## config.mk

```make
export PLATFORM = sky130hd
export DESIGN_NAME = hs_responder
export DESIGN_NICKNAME = d
export VERILOG_FILES = /design/src/rtl/gals_pkg.sv /design/src/rtl/hs_sync.sv /design/src/rtl/hs_responder.sv
export SDC_FILE = /design/constraint.sdc
export NUM_CORES = 1
export LEC_CHECK = 0
export CAP_MARGIN = 40
export CORE_MARGIN = 2
export CORE_UTILIZATION = 25
export CTS_BUF_LIST = sky130_fd_sc_hd__clkbuf_16
export CTS_CLUSTER_DIAMETER = 100
export CTS_CLUSTER_SIZE = 20
export DETAILED_ROUTE_END_ITERATION = 10
export DONT_BUFFER_PORTS = 1
export PLACE_DENSITY_LB_ADDON = 0.25
export SYNTH_ARGS = -nofsm -noshare
export SYNTH_HDL_FRONTEND = slang
export SYNTH_SLANG_ARGS = --single-unit
```

## constraint.sdc

```tcl
create_clock -name clk -period 2.4 [get_ports clk]
set_input_delay 0.12 -clock clk [delete_from_list [all_inputs] [get_ports clk]]
set_output_delay 0.12 -clock clk [all_outputs]
set_load 0.02 [all_outputs]
```

## src/rtl/gals_pkg.sv

```systemverilog
// Shared constants and state type for the GALS bundled-data handshake.
// Sender-side FSMs and the responder both build on these.
package gals_pkg;

    typedef enum logic {
        IDLE   = 1'b0,
        ACK_HI = 1'b1
    } hs_state_t;

    localparam int GALS_DATA_W      = 16;
    localparam int GALS_SYNC_STAGES = 2;

endpackage

```

## src/rtl/hs_sync.sv

```systemverilog
// N-flop single-bit synchroniser with async active-low reset.
// Used for req on the responder side and for ack on the sender side.
module hs_sync #(
    parameter int N = 2
) (
    input  logic i_clk,
    input  logic i_rst_n,
    input  logic i_d,
    output logic o_q
);

    logic [N-1:0] r_sync;

    always_ff @(posedge i_clk or negedge i_rst_n) begin
        if (!i_rst_n) begin
            r_sync <= '0;
        end else begin
            r_sync <= {r_sync[N-2:0], i_d};
        end
    end

    assign o_q = r_sync[N-1];

endmodule

```

## src/rtl/hs_responder.sv

```systemverilog
// Four-phase req/ack responder: synchronises req, captures data into a
// small FIFO and presents it on a registered valid/ready port.
module hs_responder
    import gals_pkg::*;
#(
    parameter int DATA_W      = GALS_DATA_W,
    parameter int SYNC_STAGES = GALS_SYNC_STAGES,
    parameter int DEPTH       = 2
) (
    input  logic                     clk,
    input  logic                     reset,
    input  logic                     req_in,
    input  logic [DATA_W-1:0]        data_in,
    output logic                     ack_out,
    output logic                     out_valid,
    output logic [DATA_W-1:0]        out_data,
    input  logic                     out_ready,
    output logic [$clog2(DEPTH):0]   count,
    output logic [15:0]              xfer_cnt
);

    localparam int AW = $clog2(DEPTH);
    localparam logic [AW:0] FULL_CNT = (AW+1)'(DEPTH);
    localparam logic [AW:0] ONE      = (AW+1)'(1);

    logic              w_req_s;
    logic              w_push;
    logic              w_pop;
    logic [AW:0]       w_rd_next;

    hs_state_t         r_state;
    logic              r_ack;
    logic [15:0]       r_xfer;

    logic [DATA_W-1:0] r_mem [DEPTH];
    logic [AW:0]       r_wr_ptr;
    logic [AW:0]       r_rd_ptr;
    logic [AW:0]       r_count;
    logic              r_out_valid;
    logic [DATA_W-1:0] r_out_data;

    hs_sync #(
        .N (SYNC_STAGES)
    ) u_req_sync (
        .i_clk   (clk),
        .i_rst_n (reset),
        .i_d     (req_in),
        .o_q     (w_req_s)
    );

    // Full check is on the registered count: a same-cycle pop never
    // makes room for a push.
    assign w_push    = (r_state == IDLE) && w_req_s
                       && (r_count < FULL_CNT);
    assign w_pop     = r_out_valid && out_ready;
    assign w_rd_next = w_pop ? r_rd_ptr + ONE : r_rd_ptr;

    always_ff @(posedge clk or negedge reset) begin
        if (!reset) begin
            r_state <= IDLE;
            r_ack   <= 1'b0;
            r_xfer  <= '0;
        end else begin
            unique case (r_state)
                IDLE: begin
                    if (w_push) begin
                        r_ack   <= 1'b1;
                        r_xfer  <= r_xfer + 16'd1;
                        r_state <= ACK_HI;
                    end
                end
                ACK_HI: begin
                    if (!w_req_s) begin
                        r_ack   <= 1'b0;
                        r_state <= IDLE;
                    end
                end
                default: begin
                    r_ack   <= 1'b0;
                    r_state <= IDLE;
                end
            endcase
        end
    end

    always_ff @(posedge clk) begin
        if (w_push) begin
            r_mem[r_wr_ptr[AW-1:0]] <= data_in;
        end
    end

    // Head view uses the post-pop read pointer but the pre-push write
    // pointer, so a fresh word shows up one edge after its push.
    always_ff @(posedge clk or negedge reset) begin
        if (!reset) begin
            r_wr_ptr    <= '0;
            r_rd_ptr    <= '0;
            r_count     <= '0;
            r_out_valid <= 1'b0;
            r_out_data  <= '0;
        end else begin
            if (w_push) begin
                r_wr_ptr <= r_wr_ptr + ONE;
            end
            r_rd_ptr <= w_rd_next;
            if (w_push && !w_pop) begin
                r_count <= r_count + ONE;
            end else if (!w_push && w_pop) begin
                r_count <= r_count - ONE;
            end
            r_out_valid <= (r_wr_ptr != w_rd_next);
            if (r_wr_ptr != w_rd_next) begin
                r_out_data <= r_mem[w_rd_next[AW-1:0]];
            end
        end
    end

    assign ack_out   = r_ack;
    assign out_valid = r_out_valid;
    assign out_data  = r_out_data;
    assign count     = r_count;
    assign xfer_cnt  = r_xfer;

endmodule
```

Word-level counts from Yosys, hierarchy flattened
Memories as Yosys holds them, arrays and structs flattened. A register that Yosys moved wholly into a read port is not among the register bits.
Cells that the tools add are included.

cells by class
  add/sub/neg operators = 5
  $lt $le $gt $ge = 1
  bitwise logic cells = 1
  reduce and logical (&&, ||, !) cells = 11
  mux-type cells = 10
  eq/ne operators = 3

operators with widths
  operator                                                            number
  16-bit by 1-bit adder with 16-bit output, second input constant     1
  2-bit by 1-bit adder with 2-bit output, second input constant       3
  2-bit 2-to-1 mux                                                    3
  1-bit logical AND                                                   5
  1-bit 2-to-1 mux                                                    5
  2-bit != test, second input constant                                2
  1-bit one-hot mux with 2 select lines                               2
  2-bit AND reduction                                                 2
  1-bit zero test                                                     3
  2-bit less-than comparator, second input constant                   1
  2-bit != test                                                       1
  2-bit nonzero test                                                  1
  2-bit by 1-bit subtractor with 2-bit output, second input constant  1
  1-bit inverter                                                      1

word-level totals
  memories kept = 1
  flip-flop bits (word level) = 27
  output and inout bits = 36
  logic and storage cells = 40
  bits in writable memories = 32

memory list
  memory  depth  bits a word  read ports  clocked after Yosys merged registers in  write ports  RTL line            RTL
  r_mem   2      16           1           1                                        1            hs_responder.sv:35  logic [DATA_W-1:0] r_mem [DEPTH];

Depth between registers and ports, before layout
Gate-level depths: netlist (run 1).

  depth after elaboration = 7
  gate-level depth with buffers = 7
  mapped depth without buffers = 6

Cells and area by module
Synthesis (run 1) repeated with hierarchy kept, for this count alone.

second synthesis, totals
  cells, all modules = 182
  area, all modules = 3012.9 um^2

modules (own cells, without submodules)
  module        area each (um^2)  cells each  instances
  hs_responder  2962.8            180         1
  hs_sync       50.0              2           1

Worst setup path before layout (run 1)
OpenSTA, ideal clock, no wires.

  kind = reg2reg
  from = register r_out_valid, in the netlist out_valid
  to = register r_out_data[10], in the netlist out_data[10] (read register of r_mem)
  library setup time = 0.125 ns
  path buffers = 1
  required time = 2.275 ns
  arrival = 1.981 ns
  stages on the path, launching flop included = 6
  setup slack = 0.294 ns
  period minus slack after synthesis = 2.106 ns
  cell sequence = dfrtp_1 nand2_1 xor2_1 buf_2 mux2_2 mux2_2

on the way
  longest elaborated chain between the ends = 3

RTL lines
  what                      RTL line             RTL
  start: declaration        hs_responder.sv:39   logic r_out_valid;
  start signal: assignment  hs_responder.sv:111  r_out_valid <= (r_wr_ptr != w_rd_next);
  1-bit logical AND (*)     hs_responder.sv:55   assign w_pop = r_out_valid && out_ready;
  2-bit 2-to-1 mux (*)      hs_responder.sv:56   assign w_rd_next = w_pop ? r_rd_ptr + ONE : r_rd_ptr;
  2-bit != test             hs_responder.sv:112  if (r_wr_ptr != w_rd_next) begin
  end: declaration          hs_responder.sv:40   logic [DATA_W-1:0] r_out_data;

Mark *: on every way between the ends. The rest lies on a longest branch, timed or not.
A chain may end at the register's enable or synchronous reset.

Final worst setup path (run 1)
  from = register r_count[1], in the netlist count[1]
  to = register r_xfer[12], in the netlist xfer_cnt[12]

on the way
  longest elaborated chain between the ends = 3

RTL lines
  what                                  RTL line             RTL
  start: declaration                    hs_responder.sv:38   logic [AW:0] r_count;
  start signal: assignment              hs_responder.sv:107  r_count <= r_count + ONE;
  start signal: assignment              hs_responder.sv:109  r_count <= r_count - ONE;
  2-bit less-than comparator            hs_responder.sv:54   && (r_count < FULL_CNT);
  1-bit logical AND                     hs_responder.sv:54
  2-bit AND reduction (no source line)  -
  end signal: assignment                hs_responder.sv:68   r_xfer <= r_xfer + 16'd1;
  end: declaration                      hs_responder.sv:33   logic [15:0] r_xfer;

No other way between the ends.

==> flow_metrics.tcl, run 1 <==
set metrics [dict create \
    via_per_inst 4.26 \
    synthTopCellsByCount "dfrtp_1 (43), edfxtp_1 (32), mux2_2 (32)" \
    cts_tree "yes" \
    yosys.cell_count.top_type "dfrtp_1" \
    synth_edf_count 32 \
    start_kind "flip-flop" \
    cp_cell_sequence "or3b_1 -> nor4_1 -> nand2_1 -> xnor2_1" \
    synthCells 182 \
    cpMaxStageDelayCell "nor4_1" \
    antenna_found_initial 0 \
    synthToLayoutAreaGrowth_pct 25.0 \
    p_sw_w 0.00155 \
    min_path_type "in2reg" \
    die_y_um 112 \
    critPathBufInv 0 \
    cp_max_fo 9 \
    dieArea_sq_mm 0.0125 \
    clock-sinks 75 \
    numCtsBuffers 9 \
    maxSlewViolCount 0 \
    place_congestion 0.673 \
    ys_seq_area_share_pct 70.2 \
    clk_path_buf_depth 2 \
    synth-async-reset-ratio_pct 57.3 \
    grt_pass1_vias 1638 \
    finalSetupViolations 0 \
    outcome "finished clean" \
    period_share_pct 88.0 \
    tightest_slew_ns 0.634 \
    initial_utilization_pct 25.5 \
    syn_avg_cell_area_sq_um 15.9 \
    cap_violations 0 \
    coreArea_sq_mm 0.0114 \
    cts_resized 0 \
    ctsHtreeMaxLevel 3 \
    overflow 0 \
    r2r-start "count[1]" \
    dr.pass1.iters 4 \
    clock_skew_ns 0.00389 \
    nets 239 \
    synth.distinct_cells 26 \
    slowest_delay_ns 0.65 \
    reg2reg_to "xfer_cnt[12]" \
    critical_path_class "reg2reg" \
    synth_top_area_share_pct 37.1 \
    layout-drive-gt1-share_pct 26.1 \
    relSlewSlack_pct 57.3 \
    numPortBuffers 0 \
    hold_end "count[0]" \
    drc 0 \
    hpwl_um 3510 \
    fillCellCount 1104 \
    r2r_slack_ns 0.29 \
    clkPwrFrac_pct 25.5 \
    clk_pin_slew_ns 0.05 \
    rows 39 \
    cts_setup_buffers 0 \
    postRouteAntennaNets 0 \
    seq_power_share_pct 47.6 \
    p_sw_share_pct 33.5 \
    hold_viol 0 \
    critPathTopFamily "simple AND/OR/NAND/NOR gates" \
    synth_top_cells_by_area "dfrtp_1 (37%), edfxtp_1 (33%), mux2_2 (12%), xnor2_1 (5.1%), xor2_1 (2.1%)" \
    p_int_w 0.00308 \
    hp-start "out_ready" \
    combinationalPowerShare_pct 26.8 \
    synth_seq_cells 75 \
    dpl.cell_count 329 \
    grt_usage_pct 9.54 \
    netlist_area_sq_mm 0.00290 \
    ys.flop_type "dfrtp_1" \
    syn_nets 204 \
    cts-root-buf "clkbuf_16" \
    die_w_um 112 \
    clkLatencyLatePin_ns 0.33 \
    power.density_mw_per_mm2 1280 \
    finalCriticalPeriod_ns 2.11 \
    end_kind "flip-flop" \
    grt_max_degree 44 \
    ff2ff_path_depth 4 \
    ios 56 \
    postLayoutCoreUtil_pct 31.9 \
    grt_pass1_wl_um 8860 \
    synth.largest_area_cell "dfrtp_1" \
    power_leakage_nw 1.40 \
    hold-path-cell-count 3 \
    wl_per_cell_um 15.1 \
    final_cells 365 \
    vias 1554 \
    holdBufCountCts 20 \
    crit_arrival_ns 2.32 \
    drt-initial-drc-count 71 \
    max_freq_ghz 0.473 \
    diodes 0 \
    rsz0062_at_grt "false" \
    peakVddDrop_mv 0.480 \
    fin_tns_setup_ns 0 \
    wl_um 5530 \
    synth_warnings 0 \
    required_ns 2.61 \
    finalPower_w 0.00464 \
]
## sequential cells by signal, indices dropped and copies added, names as in the netlist
register,flops
xfer_cnt,16
r_mem,32
r_state,1
ack_out,1
count,2
out_data,16
r_wr_ptr,2
out_valid,1
u_req_sync.r_sync,2
r_rd_ptr,2
## through the flow
step / worst slack, ns / hold WS [ns] / area (sq um)
final: 0.288 / 0.257 / 3630
after global routing: 0.161 / 0.294 / 3630
after CTS: 0.256 / 0.268 / 3630
after detailed placement: 0.268 / -0.174 / 3140
after global placement: 0.250 / -0.174 / 3140
after floorplan: 0.294 / -0.176 / 2900
## cell type report
class,instances,area (sq um),share of cell area (%)
inverter,4,15.0,0.414
clock buffer,9,225,6.21
clock inverter,7,38.8,1.07
timing repair buffer,27,283,7.80
tap,143,179,4.93
sequential,75,2040,56.2
multi-input combinational,100,848,23.4
## worst max-delay path by stage
| stage | slack [ns] | cells past startpoint | endpoint | start |
|---|---|---|---|---|
| after floorplan | 0.29 | 5 | out_data[10] | out_valid |
| after global placement | 0.25 | 4 | xfer_cnt[12] | count[1] |
| after detailed placement | 0.27 | 4 | xfer_cnt[12] | count[1] |
| after CTS | 0.26 | 4 | xfer_cnt[12] | count[1] |
| after global routing | 0.16 | 4 | xfer_cnt[10] | count[1] |
| final | 0.29 | 4 | xfer_cnt[12] | count[1] |
## kinds of logic after synthesis
group | count (synthesis) | synth area share [%]
xor+xnor | 24 | 7.25
buf+inv | 7 | 1.25
flops | 75 | 70.2
mux | 32 | 12.4
compound gates | 4 | 1.12
simple gates | 38 | 6.86
fa+ha+maj | 2 | 0.863
## metal layers
layer  part of all wire [%]  routed length [um]  track usage (%)  vias up
met3                    7.4                 408             5.06        9
met2                     47                2600             14.5       43
met4                    2.2                 124             5.19        0
met1                     43                2390             10.8      782
met5                      0                   0                0        -
li1                       -                   -                -      720
## tightest hold or removal path, stage by stage
cell and delay, ns:
nand2_1 0.15, ha_1 0.20, xnor2_1 0.07
## cell usage in the layout, fill, tap and decap left out, types with 2 or more instances in the layout
cell / n
dfrtp_1: 43
mux2_2: 32
edfxtp_1: 32
dlygate4sd3_1: 19
xnor2_1: 17
nand2_1: 13
clkbuf_16: 9
nand3_1: 7
inv_1: 6
xor2_1: 6
buf_4: 6
nor2_1: 3
nand4_1: 3
clkinvlp_4: 3
nor3_1: 2
and3_1: 2
ha_1: 2
## power groups by stage
| stage | combinational (W) | sequential [W] | clock, W |
|---|---|---|---|
| 2_1_floorplan | 0.000942 | 0.00216 | 0 |
| 3_3_place_gp | 0.00122 | 0.00224 | 0 |
| 3_5_place_dp | 0.00123 | 0.00225 | 0 |
| 4_1_cts | 0.00129 | 0.00223 | 0.00123 |
| 5_1_grt | 0.00138 | 0.00226 | 0.00129 |
| 6_report | 0.00124 | 0.00221 | 0.00118 |
(Power assumes the default switching activity.)
==> run 2: changes to the inputs <==
Settings changed: CTS_BUF_LIST sky130_fd_sc_hd__clkbuf_16 to sky130_fd_sc_hd__clkbuf_4 sky130_fd_sc_hd__clkbuf_8.
==> run 2 against run 1 <==
Against the previous run: setup slack worse by 0.0038 ns; power fell by 6.5%; largest cell class unchanged; clock skew is 0.0025 ns higher; count of clock-buffer cells in the layout grew 3; sequential share of layout area up 1.3 points; combinational power about the same; largest power group unchanged; final cell count unchanged; non-clock buffer count stayed put; highest routed layer unchanged; clock power fell by 25%; register-to-register slack about the same.
==> flow_metrics.tcl, run 2 (same netlist as run 1, synthesis figures left out) <==
set metrics [dict create \
    clock-sinks 75 \
    hold_viol 0 \
    peakVddDrop_mv 0.475 \
    min_path_type "in2reg" \
    outcome "finished clean" \
    diodes 0 \
    max_freq_ghz 0.473 \
    clkLatencyLatePin_ns 0.36 \
    postRouteAntennaNets 0 \
    synthToLayoutAreaGrowth_pct 22.1 \
    cts-root-buf "clkbuf_8" \
    dieArea_sq_mm 0.0125 \
    cts_resized 0 \
    nets 239 \
    final_cell_mix "dfrtp_1 (43), mux2_2 (32), edfxtp_1 (32)" \
    hpwl_um 3510 \
    relSlewSlack_pct 57.1 \
    start_kind "flip-flop" \
    drt-initial-drc-count 69 \
    cap_violations 0 \
    fillCellCount 1114 \
    clk_pin_slew_ns 0.07 \
    rows 39 \
    power_leakage_nw 1.36 \
    postLayoutCoreUtil_pct 31.2 \
    largest_register_ffs 32 \
    die_w_um 112 \
    crit_arrival_ns 2.35 \
    multi_input_area_sq_um 848 \
    die_y_um 112 \
    cp_cell_sequence "or3b_1 -> nor4_1 -> nand2_1 -> xnor2_1" \
    maxSlewViolCount 0 \
    cpMaxStageDelayCell "nor4_1" \
    required_ns 2.63 \
    fin_tns_setup_ns 0 \
    numPortBuffers 0 \
    overflow 0 \
    dr.pass1.iters 3 \
    clock_skew_ns 0.00634 \
    vias 1556 \
    cp_max_fo 9 \
    slowest_delay_ns 0.65 \
    power.density_mw_per_mm2 1220 \
    regArea_sq_mm 0.00204 \
    via_per_inst 4.26 \
    antenna_found_initial 0 \
    grt_pass1_wl_um 8930 \
    holdBufCountCts 20 \
    cts_tree "yes" \
    period_share_pct 88.2 \
    grt_pass1_vias 1654 \
    critical_path_class "reg2reg" \
    wl_per_cell_um 15.2 \
    final_common_cell "dfrtp_1" \
    cts_setup_buffers 0 \
    drc 0 \
    layout-drive-gt1-share_pct 27.5 \
    finalCriticalPeriod_ns 2.12 \
    clk_path_buf_depth 2 \
    rsz0062_at_grt "false" \
    numCtsBuffers 9 \
    coreArea_sq_mm 0.0114 \
    grt_max_degree 44 \
    grt_usage_pct 9.65 \
    ctsHtreeMaxLevel 3 \
    finalSetupViolations 0 \
    wl_um 5550 \
    initial_utilization_pct 25.5 \
    end_kind "flip-flop" \
    ios 56 \
    place_congestion 0.673 \
    tightest_slew_ns 0.637 \
]
run 2: power breakdown:
part	switching, W	internal [W]
Sequential	0.000514	0.00169
Clock	0.000459	0.000425
Combinational	0.000543	0.000703
Total	0.00152	0.00282
run 2: cell type report:
type                            instances  area share, %
Sequential cell                        75           57.5
Multi-Input combinational cell        100           23.9
Timing Repair Buffer                   27           7.98
Tap cell                              143           5.05
Clock buffer                           12           4.31
Clock inverter                          4          0.777
Inverter                                4          0.424
run 2: routing by layer:
layer | vias to the layer above | part of all wire [%] | track usage [%] | wire length, um
met3 | 10 | 6.4 | 4.95 | 357
met2 | 43 | 48 | 15.2 | 2680
met4 | 0 | 2.6 | 5.43 | 146
met5 | - | 0 | 0 | 0
li1 | 717 | - | - | -
met1 | 786 | 43 | 10.5 | 2370
run 2: final timing paths:
| path | end | start | cells past startpoint | slack, ns |
|---|---|---|---|---|
| min | count[0] | out_ready | 3 | 0.23 |
| max in group asynchronous | out_data[7] | reset | 2 | 1.91 |
| max reg2reg | xfer_cnt[12] | count[1] | 4 | 0.28 |
| max | xfer_cnt[12] | count[1] | 4 | 0.28 |
| min reg2reg | u_req_sync.r_sync[1] | u_req_sync.r_sync[0] | 0 | 0.35 |
| min in group asynchronous | out_data[2] | reset | 2 | 0.27 |
run 2: through the flow:
stage / hold WS, ns / instance area [sq um] / worst slack [ns] / cells / total power (W)
floorplan: -0.176 / 2900 / 0.294 / 182 / 0.00311
global placement: -0.174 / 3140 / 0.250 / 329 / 0.00346
detailed placement: -0.174 / 3140 / 0.268 / 329 / 0.00348
CTS: 0.233 / 3540 / 0.255 / 365 / 0.00444
global route: 0.259 / 3540 / 0.157 / 365 / 0.00463
finish: 0.231 / 3540 / 0.284 / 365 / 0.00434
run 2: critical path, delay by kind of cell (launching register included):
kind | cells | cell delay (ns)
flip-flops | 1 | 0.47
AND/OR/NAND/NOR | 3 | 1.38
XOR/XNOR | 1 | 0.15
==> run 3: changes to the inputs <==
Settings changed: ABC_AREA set to 1.
==> run 3 against run 2 <==
Against the previous run: fmax rose by 17%; non-clock buffer count fell by 4; hold slack got worse by 0.14 ns; critical endpoint is now out_data[1].
==> flow_metrics.tcl, run 3 <==
set metrics [dict create \
    critPathTopFamily "simple AND/OR/NAND/NOR gates" \
    layout-drive-gt1-share_pct 11.8 \
    synth-async-reset-ratio_pct 57.3 \
    largest_register_ffs 32 \
    finalCriticalPeriod_ns 1.80 \
    diodes 0 \
    vias 2125 \
    synth.distinct_cells 25 \
    drt-initial-drc-count 83 \
    netlist_area_sq_mm 0.00320 \
    clk_path_buf_depth 2 \
    antenna_found_initial 0 \
    power.density_mw_per_mm2 1180 \
    relSlewSlack_pct 75.2 \
    wl_um 6840 \
    synth_top_area_share_pct 33.6 \
    synth_warnings 0 \
    numCtsBuffers 9 \
    numPortBuffers 0 \
    cts_tree "yes" \
    maxSlewViolCount 0 \
    r2r_slack_ns 0.60 \
    cts-root-buf "clkbuf_8" \
    p_sw_share_pct 42.8 \
    grt_pass1_vias 2118 \
    outcome "finished clean" \
    grt_max_degree 44 \
    drc 0 \
    cap_violations 0 \
    cp_max_fo 18 \
    grt_usage_pct 10.9 \
    cts_setup_buffers 0 \
    cpMaxStageDelayCell "dfrtp_1" \
    rows 41 \
    hpwl_um 4610 \
    overflow 0 \
    p_int_w 0.00257 \
    slowest_delay_ns 0.51 \
    rsz0062_at_grt "false" \
    synthToLayoutAreaGrowth_pct 18.5 \
    clkLatencyLatePin_ns 0.35 \
    finalSetupViolations 0 \
    dieArea_sq_mm 0.0137 \
    hold_viol 0 \
    synth.largest_area_cell "dfrtp_1" \
    crit_arrival_ns 2.04 \
    cp-startpoint "out_valid" \
    cp_cell_sequence "nand3_2 -> nand2_4 -> nand2_2 -> nand2_4 -> nand3_4 -> nand2_1 -> nand2_1" \
    period_share_pct 75.0 \
    place_congestion 0.741 \
    final_cell_mix "nand2_1 (123), dfrtp_1 (43), edfxtp_1 (32)" \
    min_path_type "in2reg" \
    fin_tns_setup_ns 0 \
    finalPower_w 0.00450 \
    critPathBufInv 0 \
    dr.pass1.iters 4 \
    wl_per_cell_um 13.1 \
    r2r-start "out_valid" \
    ios 56 \
    power_leakage_nw 1.68 \
    grt_pass1_wl_um 11000 \
    clk_pin_slew_ns 0.09 \
    tightest_slew_ns 0.372 \
    ctsHtreeMaxLevel 3 \
    die_y_um 117 \
    synth_top_cells_by_area "dfrtp_1 (34%), edfxtp_1 (30%), nand2_1 (14%), nand4_1 (3.7%), inv_1 (2.6%)" \
    final_common_cell "nand2_1" \
    hp-start "out_ready" \
    yosys.cell_count.top_type "nand2_1" \
    via_per_inst 4.09 \
    peakVddDrop_mv 0.389 \
    coreArea_sq_mm 0.0126 \
    cts_resized 0 \
    synth_seq_cells 75 \
    clock_skew_ns 0.0109 \
    initial_utilization_pct 25.5 \
    die_w_um 117 \
    clock-sinks 75 \
    critical_path_class "reg2reg" \
    syn_nets 338 \
    start_kind "flip-flop" \
    synthCells 316 \
    seq_power_share_pct 49.6 \
    p_sw_w 0.00192 \
    end_kind "flip-flop" \
    syn_avg_cell_area_sq_um 10.1 \
    ys.flop_type "dfrtp_1" \
    synth_edf_count 32 \
    postRouteAntennaNets 0 \
    nets 365 \
    required_ns 2.64 \
    synthTopCellsByCount "nand2_1 (123), dfrtp_1 (43), edfxtp_1 (32)" \
    combinationalPowerShare_pct 29.6 \
    clkPwrFrac_pct 20.8 \
    max_freq_ghz 0.555 \
    ys_seq_area_share_pct 63.6 \
]
run 3: cell count changes after synthesis, moves of 12 or more:
cell     change
nand2_1    +110
mux2_2      -32
nor2_1      +18
inv_1       +18
xnor2_1     -14
nand4_1     +16
nand2_2     +12
run 3: logic make-up (layout without fill, tap and decap cells):
kind of cell	after synthesis	count (layout)	synth area share, %
compound gates	7	7	1.29
fa+ha+maj	2	2	0.781
xor+xnor	12	12	3.28
simple gates	190	190	26.9
flops	75	75	63.6
buf+inv	30	62	4.18
run 3: layout make-up:
cell class | count | area (sq um)
Timing Repair Buffer | 23 | 238
Inverter | 23 | 86.3
Clock inverter | 5 | 42.5
Sequential cell | 75 | 2040
Fill cell | 1339 | 8770
Clock buffer | 11 | 145
Multi-Input combinational cell | 211 | 1030
Tap cell | 172 | 215
run 3: tightest hold or removal path: cells and delay by family:
family,cells,cell delay [ns]
and+or+nand+nor,3,0.28
run 3: through the flow:
| stage | hold slack [ns] | cell area, sq um | util (%) | setup WS (ns) | cells |
|---|---|---|---|---|---|
| CTS | 0.0694 | 3800 | 30.2 | 0.540 | 520 |
| global route | 0.0932 | 3800 | 30.2 | 0.418 | 520 |
| finish | 0.0915 | 3800 | 30.2 | 0.599 | 520 |
| detailed placement | -0.174 | 3400 | 27.1 | 0.568 | 485 |
| global placement | -0.174 | 3400 | 27.1 | 0.594 | 485 |
| floorplan | -0.176 | 3200 | - | 0.420 | 316 |
run 3: final timing paths:
path                                         to  depth (start not counted)
min in group asynchronous           xfer_cnt[2]                          2
setup reg to reg                    out_data[1]                          7
hold reg to reg            u_req_sync.r_sync[1]                          0
max in group asynchronous           out_data[2]                          2
setup / recovery                    out_data[1]                          7
hold / removal                      r_rd_ptr[1]                          3
run 3: metal layers:
metal	wire, um	global-route usage [%]	up-vias
met3	580	5.46	7
met4	73	3.76	0
li1	-	-	1075
met5	0	0	-
met1	2780	11.9	992
met2	3400	18.3	51
run 3: timing repair:
item / CTS / global route
hold endpoints to repair: 76 / 0
hold buffers: 19 / 0
endpoints found under the setup margin: 0 / 0
run 3: power by group through the flow:
stage	clock network, W	registers, W	logic (W)
finish	0.000937	0.00223	0.00133
global placement	0	0.00227	0.00129
CTS	0.000987	0.00225	0.00136
floorplan	0	0.00217	0.00110
global route	0.00103	0.00228	0.00154
detailed placement	0	0.00227	0.00131
